File: src/rtl/harvos_satp_update_ctrl.sv
// satp CSR write controller: drains in-flight memory ops and flushes the TLB before committing a
// new satp value. Optional build macro HARVOS_SATP_FLUSH_ELIDE_EN skips drain/flush on rewrites.
module harvos_satp_update_ctrl #(
  parameter logic [31:0] RESET_SATP     = 32'h8000_0000,
  parameter int unsigned TIMEOUT_CYCLES = 255
) (
  input  logic        clk,
  input  logic        rst,
  input  logic        wr_valid,
  output logic        wr_ready,
  input  logic [31:0] wr_data,
  output logic        wr_done,
  output logic        wr_reject,
  output logic        drain_req,
  input  logic        drain_ack,
  output logic        flush_req,
  input  logic        flush_ack,
  output logic [31:0] csr_satp_q,
  output logic        busy,
  output logic        timeout_err
);

  typedef enum logic [1:0] {StIdle, StDrain, StFlush, StCommit} state_e;

  // Counter value on the last allowed wait cycle of a phase.
  localparam logic [15:0] WaitLimit = 16'(TIMEOUT_CYCLES - 1);

  state_e      state_q, state_d;
  logic [31:0] pending_q, pending_d;
  logic [31:0] csr_d;
  logic [15:0] wait_cnt_q, wait_cnt_d;
  logic        wr_done_q, wr_done_d;
  logic        wr_reject_q, wr_reject_d;
  logic        timeout_err_q, timeout_err_d;
  logic        accept;
  logic        elide;

  assign wr_ready    = (state_q == StIdle);
  assign drain_req   = (state_q == StDrain);
  assign flush_req   = (state_q == StFlush);
  assign busy        = (state_q != StIdle);
  assign wr_done     = wr_done_q;
  assign wr_reject   = wr_reject_q;
  assign timeout_err = timeout_err_q;
  assign accept      = wr_valid && wr_ready;

`ifdef HARVOS_SATP_FLUSH_ELIDE_EN
  assign elide = (wr_data == csr_satp_q);
`else
  assign elide = 1'b0;
`endif

  always_comb begin
    state_d       = state_q;
    pending_d     = pending_q;
    csr_d         = csr_satp_q;
    wait_cnt_d    = wait_cnt_q;
    wr_done_d     = 1'b0;
    wr_reject_d   = 1'b0;
    timeout_err_d = timeout_err_q;

    unique case (state_q)
      StIdle: begin
        if (accept) begin
          // Bare mode (MODE bit clear) is refused outright.
          if (!wr_data[31]) begin
            wr_reject_d = 1'b1;
          end else begin
            pending_d  = wr_data;
            wait_cnt_d = '0;
            state_d    = elide ? StCommit : StDrain;
          end
        end
      end
      StDrain: begin
        if (drain_ack) begin
          wait_cnt_d = '0;
          state_d    = StFlush;
        end else if (wait_cnt_q == WaitLimit) begin
          wr_reject_d   = 1'b1;
          timeout_err_d = 1'b1;
          state_d       = StIdle;
        end else begin
          wait_cnt_d = wait_cnt_q + 16'd1;
        end
      end
      StFlush: begin
        if (flush_ack) begin
          wait_cnt_d = '0;
          state_d    = StCommit;
        end else if (wait_cnt_q == WaitLimit) begin
          wr_reject_d   = 1'b1;
          timeout_err_d = 1'b1;
          state_d       = StIdle;
        end else begin
          wait_cnt_d = wait_cnt_q + 16'd1;
        end
      end
      StCommit: begin
        csr_d     = pending_q;
        wr_done_d = 1'b1;
        state_d   = StIdle;
      end
      default: state_d = StIdle;
    endcase
  end

  always_ff @(posedge clk) begin
    if (rst) begin
      state_q       <= StIdle;
      // MODE bit is kept set even if the parameter is misconfigured.
      csr_satp_q    <= RESET_SATP | 32'h8000_0000;
      pending_q     <= '0;
      wait_cnt_q    <= '0;
      wr_done_q     <= 1'b0;
      wr_reject_q   <= 1'b0;
      timeout_err_q <= 1'b0;
    end else begin
      state_q       <= state_d;
      csr_satp_q    <= csr_d;
      pending_q     <= pending_d;
      wait_cnt_q    <= wait_cnt_d;
      wr_done_q     <= wr_done_d;
      wr_reject_q   <= wr_reject_d;
      timeout_err_q <= timeout_err_d;
    end
  end

endmodule

File: config.mk
export PLATFORM = sky130hd
export DESIGN_NAME = harvos_satp_update_ctrl
export DESIGN_NICKNAME = d
export VERILOG_FILES = /design/src/rtl/harvos_satp_update_ctrl.sv
export SDC_FILE = /design/constraint.sdc
export NUM_CORES = 1
export LEC_CHECK = 0
export BUFFER_PORTS_ARGS = -buffer_cell sky130_fd_sc_hd__buf_2
export CORE_UTILIZATION = 40
export DETAILED_ROUTE_END_ITERATION = 10
export PLACE_DENSITY_LB_ADDON = 0.1
export RECOVER_POWER = 50
export SKIP_CTS_REPAIR_TIMING = 1
export SYNTH_ARGS = -nofsm -noshare
export SYNTH_HDL_FRONTEND = slang
export SYNTH_SLANG_ARGS = --single-unit
File: constraint.sdc
create_clock -name clk -period 5.23 [get_ports clk]
set_input_delay 0.523 -clock clk [delete_from_list [all_inputs] [get_ports clk]]
set_output_delay 0.523 -clock clk [all_outputs]
set_load 0.01 [all_outputs]
==> flow_summary.yaml <==
synthesis:
  synth_top_family_by_area: "simple AND/OR/NAND/NOR gates"
  muxShareOfSynthArea_pct: 9.394
  synth_nets: 434
  synth_xor_area_share_pct: 0
  ys_types: 37
  synth_compound_area_share_pct: 13.03
  syn_inst: 390
  synthAdderAreaFrac_pct: 2.569
  synth-seq-cells: 85
  synthSimpleGateAreaFrac_pct: 20.73
  ys.warnings.count: 0
  avgSynthCellArea_sq_um: 8.742
  ys_seq_area_share_pct: 49.91
  netlist_area_sq_mm: 0.003410
critical_path:
  slowest_stage: "o21ai_1"
  path_buf_inv: 1
  path_max_fanout: 17
  rr_worst_depth: 6
  cp.depth: 6
  path_cells: "inv_1 > ha_1 > a21boi_1 > or2_2 > o21ai_1 > a21oi_1"
  crit_type: "flip-flop to flip-flop"
  cpPeakStageDelay_ns: 0.90
  worst_ep_required_time_ns: 5.41
  crit_family: "compound AO/OA/AOI/OAI gates"
  regToRegSetupSlack_ns: 2.68
  cp-start-kind: "flip-flop"
  cp.arrival_ns: 2.73
  worstSetupEndpointType: "flip-flop"
clocking:
  numCtsBuffers: 9
  clk_pin_slew_ns: 0.08
  clk_latency_ns: 0.35
  tritoncts: "yes"
  clockBufferDepth: 2
  htreeDepth: 3
  clock-sinks: 85
  cts_root_buf: "clkbuf_8"
finish:
  antenna_cells: 0
  nFillCells: 862
  multiInputGateArea_sq_mm: 0.001559
  stdcell_count: 561
  drive_gt1_share_pct: 13.16
  area_growth_pct: 16.77
  finalNetCount: 496
  ff_latch_area_sq_mm: 0.001702
timing:
  skew_ns: 0.01188
  drv_slew: 32
  hold_violations: 0
  clock.fmax_ghz: 0.3927
  slew_headroom_pct: -0.2406
  timing.final.crit_share_pct: 48.69
  tightest_slew_ns: 1.504
  rsz0062_at_grt: "no"
  finalSetupViolCount: 0
  fin_crit_ns: 2.546
  final.setup.tns_ns: 0
worst_hold_path:
  hold_depth: 3
  hold_class: "input pin to flip-flop"
detailed_routing:
  ant_nets: 0
  firstDrtPassIters: 4
  via_per_inst: 5.082
  drc: 0
  routedWlPerCell_microns: 13.02
  vias: 2851
  drt_iter0_markers: 108
  wirelength_microns: 7306
power_and_ir_drop:
  ir_worst_vdd_uv: 118.2
  clkPwrFrac_pct: 37.1
  leakagePower_nw: 1.406
  switchingPower_mw: 0.3136
  p_seq_share_pct: 53.9
  p_comb_share_pct: 9.0
  switching_share_pct: 25.01
  p_int_mw: 0.9406
  p_per_area_mw_per_mm2: 315.0
global_route:
  grtUsageMet2_pct: 27.78
  grt.total_usage_pct: 17.68
  grt_use_met3_pct: 4.450
  grt_pass1_vias: 2643
  grt.busiest_layer: "met2"
  grt_pass1_wl_microns: 12240
  overflow: 0
  met1_usage_pct: 22.75
  antenna_found_initial: 0
  grt_start_max_net_pins: 70
floorplanning:
  start_util_pct: 41.50
  rows: 33
  die_h_microns: 94.33
  io_pins: 76
  die-area_sq_mm: 0.008897
  coreArea_sq_mm: 0.008217
  die_x_microns: 94.33
run:
  cap_violations: 1
place:
  dpl.hpwl_microns: 4688
  numPortBuffers: 75
  dp.cells: 546
  gp_congestion: 0.7178
status:
  outcome: "finished with violations"
  violations: "capacitance limit, slew limit"
-- per-stage QoR --
step | utilization, % | hold slack (ns) | setup WS [ns] | total power, mW | area [sq um]
floorplan | - | 0.4360 | 3.024 | 0.7681 | 3410
global placement | 46.66 | 0.4421 | 2.704 | 0.8060 | 3834
detailed placement | 46.66 | 0.4468 | 2.639 | 0.8064 | 3834
CTS | 49.06 | 0.3891 | 2.631 | 1.273 | 4031
global route | 48.45 | 0.3977 | 2.409 | 1.313 | 3981
finish | 48.45 | 0.4013 | 2.684 | 1.254 | 3981
-- Yosys cell counts --
cell type / number / area, sq um
or2_2: 1 / 6.260
o311ai_0: 1 / 8.760
a211oi_1: 1 / 7.510
or3_1: 3 / 18.77
or4_1: 14 / 105.1
buf_6: 1 / 11.26
o21ai_1: 1 / 5.000
nand2_1: 72 / 270.3
and4_1: 3 / 26.28
ha_1: 7 / 87.58
nor4_1: 2 / 12.51
nand3_1: 6 / 30.03
nand4_1: 3 / 18.77
nor2b_1: 1 / 6.260
a22oi_1: 1 / 7.510
a31o_2: 1 / 8.760
o311a_1: 1 / 10.01
a21oi_1: 50 / 250.2
buf_2: 1 / 5.000
o31ai_1: 11 / 82.58
and4b_1: 2 / 20.02
nor3_1: 2 / 10.01
dfxtp_1: 85 / 1702
clkbuf_2: 1 / 5.000
clkbuf_1: 25 / 93.84
nand4bb_1: 1 / 11.26
a21boi_1: 1 / 7.510
nand3b_1: 1 / 7.510
o41ai_1: 1 / 8.760
nor2_1: 37 / 138.9
mux2i_1: 32 / 320.3
and3_1: 1 / 6.260
nand2b_1: 3 / 18.77
a31oi_1: 2 / 12.51
o21ai_0: 4 / 20.02
inv_1: 9 / 33.78
o21bai_1: 2 / 15.01
-- cell usage in the layout, fill, tap and decap left out, types with 4 or more instances in the layout --
cell type	instances
a21oi_1	50
buf_2	40
clkbuf_1	36
clkbuf_8	10
dfxtp_1	85
ha_1	7
inv_1	9
mux2i_1	32
nand2_1	72
nand3_1	6
nor2_1	37
o21ai_0	4
o31ai_1	11
or4_1	14
-- power groups by stage --
stage               registers (mW)  logic, mW  clock network [mW]
floorplan                    0.689     0.0789                   0
global placement             0.691      0.115                   0
detailed placement           0.691      0.115                   0
CTS                          0.676      0.116               0.481
global route                 0.679      0.131               0.504
finish                       0.676      0.113               0.465
-- final cells by class --
cell class | instances | area share, %
sequential | 85 | 42.74
multi-input combinational | 268 | 39.16
timing repair buffer | 79 | 8.988
clock buffer | 10 | 3.457
tap | 105 | 3.300
clock inverter | 5 | 1.508
inverter | 9 | 0.8485
-- metal layers --
layer	share of wire, %	vias to the layer above
li1	-	1473
met4	1.9	0
met1	47	1308
met3	5.2	10
met5	0	-
met2	46	60
-- cells by family (layout without fill, tap and decap cells) --
kind of cell | after synthesis | in the layout
and+or+nand+nor | 152 | 152
adders and majority gates | 7 | 7
muxes | 32 | 32
buffers and inverters | 37 | 103
DFF | 85 | 85
AOI/OAI and AO/OA | 77 | 77
-- worst reg2reg max path: cells and delay by family (launching register included) --
family	cells	cell delay (ns)
compound gates	3	1.21
simple gates	1	0.45
flops	1	0.37
fa+ha+maj	1	0.26
buf+inv	1	0.10
-- final timing paths --
path / start / end
max: state_q[0] / wait_cnt_q[11]
min: wr_data[5] / pending_q[5]
max reg2reg: state_q[0] / wait_cnt_q[11]
min reg2reg: pending_q[5] / pending_q[5]
-- state kept, by name, indices dropped and copies added (netlist names) --
name         flops
state_q          2
wr_reject        1
wait_cnt_q      16
csr_satp_q      32
timeout_err      1
pending_q       32
wr_done          1
Note: power is estimated with default switching activity, not from simulation.
